<file path="config.mk">
export PLATFORM = sky130hd
export DESIGN_NAME = jpeg_bit_packer
export DESIGN_NICKNAME = d
export VERILOG_FILES = /design/src/rtl/jpeg_bit_packer.sv
export SDC_FILE = /design/constraint.sdc
export NUM_CORES = 1
export LEC_CHECK = 0
export CAP_MARGIN = 25
export CORE_MARGIN = 2
export CORE_UTILIZATION = 45
export CTS_CLUSTER_SIZE = 40
export DETAILED_ROUTE_END_ITERATION = 12
export PLACE_DENSITY_LB_ADDON = 0.1
export SYNTH_ARGS = -nofsm -noshare
export SYNTH_HDL_FRONTEND = slang
export SYNTH_SLANG_ARGS = --single-unit
</file>
<file path="constraint.sdc">
create_clock -name clk -period 6.9 [get_ports clk]
set_input_delay 1.725 -clock clk [delete_from_list [all_inputs] [get_ports clk]]
set_output_delay 1.725 -clock clk [all_outputs]
set_load 0.1 [all_outputs]
</file>
<file path="src/rtl/jpeg_bit_packer.sv">
// Entropy-coder output stage: packs variable-length fields MSB-first into bytes and pads the scan tail with 1s.
// Define JPEG_BYTE_STUFF_EN to insert a 0x00 byte after every emitted 0xFF.
module jpeg_bit_packer #(
  parameter int ACC_W    = 40,
  parameter int MAX_SIZE = 27
) (
  input  logic                clk,
  input  logic                rst_n,
  input  logic                in_valid,
  output logic                in_ready,
  input  logic [MAX_SIZE-1:0] in_code,
  input  logic [4:0]          in_size,
  input  logic                in_last,
  output logic                out_valid,
  input  logic                out_ready,
  output logic [7:0]          out_data,
  output logic                out_last,
  output logic                done
);
  typedef enum logic {S_PACK, S_FLUSH} state_t;

  state_t             r_state;
  logic [ACC_W-1:0]   r_acc;
  logic [5:0]         r_cnt;
  logic               r_out_valid;
  logic [7:0]         r_out_data;
  logic               r_out_last;

  logic               w_stuff_pend;
  logic [4:0]         w_size;
  logic [MAX_SIZE-1:0] w_mask;
  logic [ACC_W-1:0]   w_field;
  logic [5:0]         w_shamt;
  logic               w_accept;
  logic               w_free;
  logic               w_flushing;
  logic [ACC_W-1:0]   w_acc_ins;
  logic [5:0]         w_cnt_ins;
  logic               w_load;
  logic [7:0]         w_byte;
  logic [ACC_W-1:0]   w_acc_nxt;
  logic [5:0]         w_cnt_nxt;
  logic               w_stuff_nxt;
  logic               w_last;
  logic               w_done;

  assign in_ready  = (r_state == S_PACK) && (r_cnt < 6'd8) && !w_stuff_pend;
  assign out_valid = r_out_valid;
  assign out_data  = r_out_data;
  assign out_last  = r_out_last;
  assign done      = w_done;

  assign w_accept   = in_valid && in_ready;
  assign w_free     = !r_out_valid || out_ready;
  assign w_flushing = (r_state == S_FLUSH) || (w_accept && in_last);
  assign w_done     = (r_state == S_FLUSH) && (r_cnt == 6'd0) && !w_stuff_pend && w_free;

  // Insertion: the masked field lands directly below the valid bits, so bytes
  // completed by this field can be loaded in the same cycle.
  always_comb begin
    w_size    = (in_size > 5'(MAX_SIZE)) ? 5'(MAX_SIZE) : in_size;
    w_mask    = ~({MAX_SIZE{1'b1}} << w_size);
    w_field   = {{(ACC_W-MAX_SIZE){1'b0}}, in_code & w_mask};
    w_shamt   = 6'(ACC_W) - r_cnt - {1'b0, w_size};
    w_acc_ins = r_acc;
    w_cnt_ins = r_cnt;
    if (w_accept) begin
      w_acc_ins = r_acc | (w_field << w_shamt);
      w_cnt_ins = r_cnt + {1'b0, w_size};
    end
  end

  always_comb begin
    w_load      = 1'b0;
    w_byte      = 8'h00;
    w_acc_nxt   = w_acc_ins;
    w_cnt_nxt   = w_cnt_ins;
    w_stuff_nxt = w_stuff_pend;
    if (w_free) begin
      if (w_stuff_pend) begin
        w_load      = 1'b1;
        w_stuff_nxt = 1'b0;
      end else if (w_cnt_ins >= 6'd8) begin
        w_load    = 1'b1;
        w_byte    = w_acc_ins[ACC_W-1 -: 8];
        w_acc_nxt = w_acc_ins << 8;
        w_cnt_nxt = w_cnt_ins - 6'd8;
      end else if ((r_state == S_FLUSH) && (w_cnt_ins != 6'd0)) begin
        // Tail pad: unused low bits of the final partial byte become 1s.
        w_load    = 1'b1;
        w_byte    = w_acc_ins[ACC_W-1 -: 8] | (8'hFF >> w_cnt_ins[2:0]);
        w_acc_nxt = '0;
        w_cnt_nxt = 6'd0;
      end
`ifdef JPEG_BYTE_STUFF_EN
      if (w_load && (w_byte == 8'hFF))
        w_stuff_nxt = 1'b1;
`endif
    end
    w_last = w_load && w_flushing && (w_cnt_nxt == 6'd0) && !w_stuff_nxt;
  end

`ifdef JPEG_BYTE_STUFF_EN
  logic r_stuff_pend;
  always_ff @(posedge clk or negedge rst_n) begin
    if (!rst_n) r_stuff_pend <= 1'b0;
    else        r_stuff_pend <= w_stuff_nxt;
  end
  assign w_stuff_pend = r_stuff_pend;
`else
  assign w_stuff_pend = 1'b0;
`endif

  always_ff @(posedge clk or negedge rst_n) begin
    if (!rst_n) begin
      r_state     <= S_PACK;
      r_acc       <= '0;
      r_cnt       <= 6'd0;
      r_out_valid <= 1'b0;
      r_out_data  <= 8'h00;
      r_out_last  <= 1'b0;
    end else begin
      r_acc <= w_acc_nxt;
      r_cnt <= w_cnt_nxt;
      if (w_free) begin
        r_out_valid <= w_load;
        r_out_last  <= w_last;
        if (w_load) r_out_data <= w_byte;
      end
      if (r_state == S_PACK) begin
        if (w_accept && in_last) r_state <= S_FLUSH;
      end else if (w_done) begin
        r_state <= S_PACK;
      end
    end
  end

endmodule

</file>
Word-level counts from Yosys, hierarchy flattened

Cells that the tools add are included.

Add/subtract/negate cells: 4
Order comparisons: 3
Shifts and indexed selects: 3
Muxes and demuxes: 17
Bitwise gates (word level): 5
Reduce and logical (&&, ||, !) cells: 15

Operators by type and width:

| kind                                                               | number |
|---|---|
| two-way mux 40 bit                                                 | 4 |
| OR 40 bit                                                          | 1 |
| << shifter 27 x 6 -> 40 bit                                        | 1 |
| AND 27 bit                                                         | 1 |
| inverter 27 bit                                                    | 1 |
| << shifter 27 x 5 -> 27 bit (first input constant)                 | 1 |
| two-way mux 6 bit                                                  | 4 |
| two-way mux 8 bit                                                  | 2 |
| logical NOT 6 bit                                                  | 2 |
| logical AND 1 bit                                                  | 8 |
| OR 8 bit                                                           | 1 |
| >> shifter 8 x 3 -> 8 bit (first input constant)                   | 1 |
| adder 6 x 5 -> 6 bit                                               | 1 |
| greater-or-equal comparator 6 x 4 -> 1 bit (second input constant) | 1 |
| less-than comparator 6 x 4 -> 1 bit (second input constant)        | 1 |
| two-way mux 1 bit                                                  | 6 |
| nonzero test 6 bit                                                 | 1 |
| subtractor 6 x 4 -> 6 bit (second input constant)                  | 1 |
| subtractor 6 x 5 -> 6 bit                                          | 1 |
| subtractor 6 bit (first input constant)                            | 1 |
| greater-than comparator 5 bit (second input constant)              | 1 |
| two-way mux 5 bit                                                  | 1 |
| logical OR 1 bit                                                   | 2 |
| AND reduction 2 bit                                                | 1 |
| other kinds (2)                                                    | 2 |

Register bits: 57
Input port bits: 37
Output and inout port bits: 12
Word-level logic and storage cells: 53

Logic depth before layout (Yosys ltp)

Depth after elaboration: 11
Gate-level depth with buffers: 19
Depth with buffers taken out: 14

Least setup slack after synthesis

Ideal clock, no wire load.

Path type: input -> output
From: in in_size[3]
To: out done
Arrival: 6.880 ns
Path slack: -1.705 ns
Cell stages on the path: 14
Path buffers: 3
Path through: buf_4 buf_6 and2_1 clkbuf_1 a21o_1 ha_1 inv_1 fa_1 nor2b_1 o21ai_0 and4_1 nor3_2 nand4_1 nor4_1

RTL lines:

| element         | line | source |
|---|---|---|
| start, declared | 12   | `input logic [4:0] in_size,` |
| end, declared   | 18   | `output logic done` |

==> run summary <==
The global routing usage summed across all routing layers is 0.3185. The aggregate global routing overflow came out at 0. The top achievable clock speed is 0.1550 GHz. The number of antenna violations at the first check in global routing is 0.

The most critical setup path has its startpoint at in_size[3]. The first detailed-routing pass took 6 iterations. The hold buffer count at cts came out at 0. When the netlist entered floorplanning its net count stood at 777. In the post-synthesis netlist, the cell with the most instances is sky130_fd_sc_hd__nor2_1. After synthesis, the share of flip-flops with an asynchronous set or reset is 1.000. The number of resized instances in the post-cts repair step is 0.

The run finished with clean final reports. Setup repair after global routing left no endpoint under its margin. The number of warnings issued by yosys came out at 0. The max-cap check violation count came out at 0. The number of enable flip-flop cells after synthesis came out at 0. The total setup buffers inserted after CTS is 0. The share of cells above drive strength 1 is 0.1390.

The total of endpoints with negative setup slack in the final report is 0. The number of hold-slack violations in the final timing report was 0. The layout overhead on the synthesized area is 13.89%. In this design, the stage delay of the slowest critical-path cell is approximately 0.44 ns. For this configuration, the core starts out at a cell density of 0.4567.

The cell at the root of the clock tree is sky130_fd_sc_hd__clkbuf_16. Each instance of the synthesized netlist takes up on average 8.287 um^2. Summing over every cut layer, the via total after detailed routing is approximately 6300.

The number of global-route vias before repair is 5984. The clock tree from TritonCTS is yes. The die covers 14270 um^2. The share of the Yosys chip area taken by registers is 0.2377.

The first global-routing pass estimated 35040 um of wire. After detailed routing, the number of vias per cell comes to 6.768. Of all cell types, the one taking the most synthesized area is sky130_fd_sc_hd__dfrtp_1. The number of sinks on the clock net is between 50 and 60. The worst min-delay path startpoint is r_acc[0]. The DRC violation count after routing is 0.

The max-slew violation total from the final report is 0. In the final design database the tool counted 796 nets. The dominant combinational cell family by area after synthesis is compound AO/OA/AOI/OAI gates. The kind of cell with the highest combined delay along the critical path is simple AND/OR/NAND/NOR gates.

The finished cells cover 6833 um^2. The initialized floorplan defines 42 standard-cell rows. Of the total synthesized cell area, the portion taken by AND, OR, NAND and NOR gates is 0.1973. The largest net degree at the start of global routing is 58.

The number of routed nets with antenna violations came out at 0. The cell area after placement came out at 6569 um^2. The number of CTS-inserted buffers is 9. The type of the setup path with the least slack is in2out.

Yosys mapped the design onto 95 distinct sky130hd cell types. The path class of the lowest-slack min-delay path is reg2reg. The element type at the critical path end is an output pin. Of the total synthesized cell area, the portion taken by XOR and XNOR cells is 0.007299. The data required time at the worst endpoint came out at 5.18 ns. The time the worst path needs with I/O delays and setup came out at 6.450 ns. The total of flip-flops plus latches after synthesis came out at between 50 and 60.

Data on the critical path arrives at its endpoint at 4.72 ns. The vertical die dimension is 119.5 um. The compound-cell area share of the yosys netlist came to 0.3952. The H-tree depth is 3.

The slowest stage of the critical path is the sky130_fd_sc_hd__clkdlybuf4s50_1 cell. Timing analysis after detailed placement gives a worst setup slack of 0.4453 ns. The area share of the largest cell type after synthesis came out at 0.2377. The mapped netlist covers 6000 um^2.

Clock-pin slew was measured on the worst setup and hold paths at roughly 0.05 ns. The relative slew slack came out at 0.2604. The latest clock arrival within the worst-skew pair came out at approximately 0.34 ns. The number of fill cells is between 1000 and 1500. Ranked by total cell area, the synthesized netlist is headed by sky130_fd_sc_hd__dfrtp_1 (24%), sky130_fd_sc_hd__nor2_1 (4.0%), sky130_fd_sc_hd__a21oi_1 (3.3%). For this run, the leading register cell type out of synthesis is sky130_fd_sc_hd__dfrtp_1. The DRC violation total after the first TritonRoute iteration came out at between 700 and 800.

The slack of the critical path came out at ~0.45 ns. The core area is 13140 um^2. The die boundary width came out at about 120 um. Traced cell by cell, the critical path runs through clkdlybuf4s50_1, and2_1, nand2_1, nand2_1, ha_1, fa_1, a31oi_1, o21bai_1, a21oi_1, and2_1, nand4_1, nor4_4, buf_12. The count of buffer and inverter cells on the critical path is 2. Of all nets on the critical path, the largest fanout is 5. The maximum buffer depth of the clock tree came out at 2. The number of antenna diodes came out at 0. The portion of netlist area occupied by mux cells came out at 0.04526.

The final critical-path share of the clock period is 0.9348. The final routed wire length divided by cell count is 24.39 um. The post-detailed-placement half-perimeter wirelength is 16480 um. For the final database, setup skew stands at 0.009558 ns. The share of synthesized cell area in full adder, half adder and majority cells came out at 0.04025. The number of buffer cells added on primary ports came out at 48. The routed wire length is 22530 um. STA classifies the critical path startpoint as an input pin. The count of pins on the block boundary came out at 49. The summed negative setup slack over all endpoints came out at 0 ns. The routability congestion estimate from global placement is ~0.99. The transition at the pin with the smallest max-transition slack came out at 1.092 ns. After technology mapping, the gate count stands at 724. The startpoint identified for the worst register-to-register timing path is r_cnt[0].

Ranked by instance count, the synthesized netlist is headed by sky130_fd_sc_hd__nor2_1 (64), sky130_fd_sc_hd__dfrtp_1 (57), sky130_fd_sc_hd__nand2_1 (51). The worst hold-check slack came out at 0.4828 ns.
## routing by layer
metal,track usage,vias up,share of wire
met3,0.05220,51,0.079
met5,0.007353,-,0
met4,0.1412,0,0.037
li1,-,2863,-
met2,0.4564,303,0.43
met1,0.4674,3037,0.46
## tightest hold or removal path, cell delays in order (launching register included)
cell,delay (ns)
sky130_fd_sc_hd__dfrtp_1,0.32
sky130_fd_sc_hd__a21oi_1,0.05
sky130_fd_sc_hd__nor2_1,0.08
## per-stage QoR
step / util / instances
final: 0.5201 / 924
after detailed placement: 0.5000 / 908
after floorplan: - / 724
after global placement: 0.5000 / 908
after CTS: 0.5201 / 924
after global routing: 0.5201 / 924
## flip-flops by register name, summed over array words and instances (netlist names)
| signal | cells |
|---|---|
| r_acc | 40 |
| out_data | 8 |
| r_cnt | 6 |
| out_last | 1 |
| out_valid | 1 |
| r_state | 1 |
## worst paths after layout
path	to	slack, ns	depth (start not counted)
max	done	0.45	13
min	r_acc[0]	0.48	2
max reg2reg	r_acc[38]	2.84	12
min reg2reg	r_acc[0]	0.48	2
max in group asynchronous	r_acc[3]	4.86	2
min in group asynchronous	out_data[3]	1.54	2
## area by class of cell
cell class                 instances  area [um^2]  share of cell area
timing repair buffer              76        695.7              0.1018
clock inverter                     6        35.03            0.005127
inverter                          22        82.58             0.01209
sequential                        57         1426              0.2088
clock buffer                      10        229.0             0.03351
multi-input combinational        577         4144              0.6065
tap                              176        220.2             0.03223
## cells in the final DEF, fill, tap and decap left out, types with 20 or more instances in the layout
master / count
sky130_fd_sc_hd__o21ai_0: 24
sky130_fd_sc_hd__buf_4: 28
sky130_fd_sc_hd__inv_1: 21
sky130_fd_sc_hd__nand2_1: 51
sky130_fd_sc_hd__a31oi_1: 20
sky130_fd_sc_hd__nand3_1: 27
sky130_fd_sc_hd__dfrtp_1: 57
sky130_fd_sc_hd__clkdlybuf4s50_1: 46
sky130_fd_sc_hd__a21oi_1: 39
sky130_fd_sc_hd__nor2_1: 64
## cells by family after synthesis
logic type               after synthesis
AO/OA/AOI/OAI                        295
AND/OR/NAND/NOR                      235
buffers and inverters                 90
flip-flops                            57
multiplexers                          25
adder cells (fa/ha/maj)               17
XOR/XNOR                               5
Power is left out: the tool's default activity adds up to more than one toggle a clock period on the data nets, which glitch-free logic cannot reach.
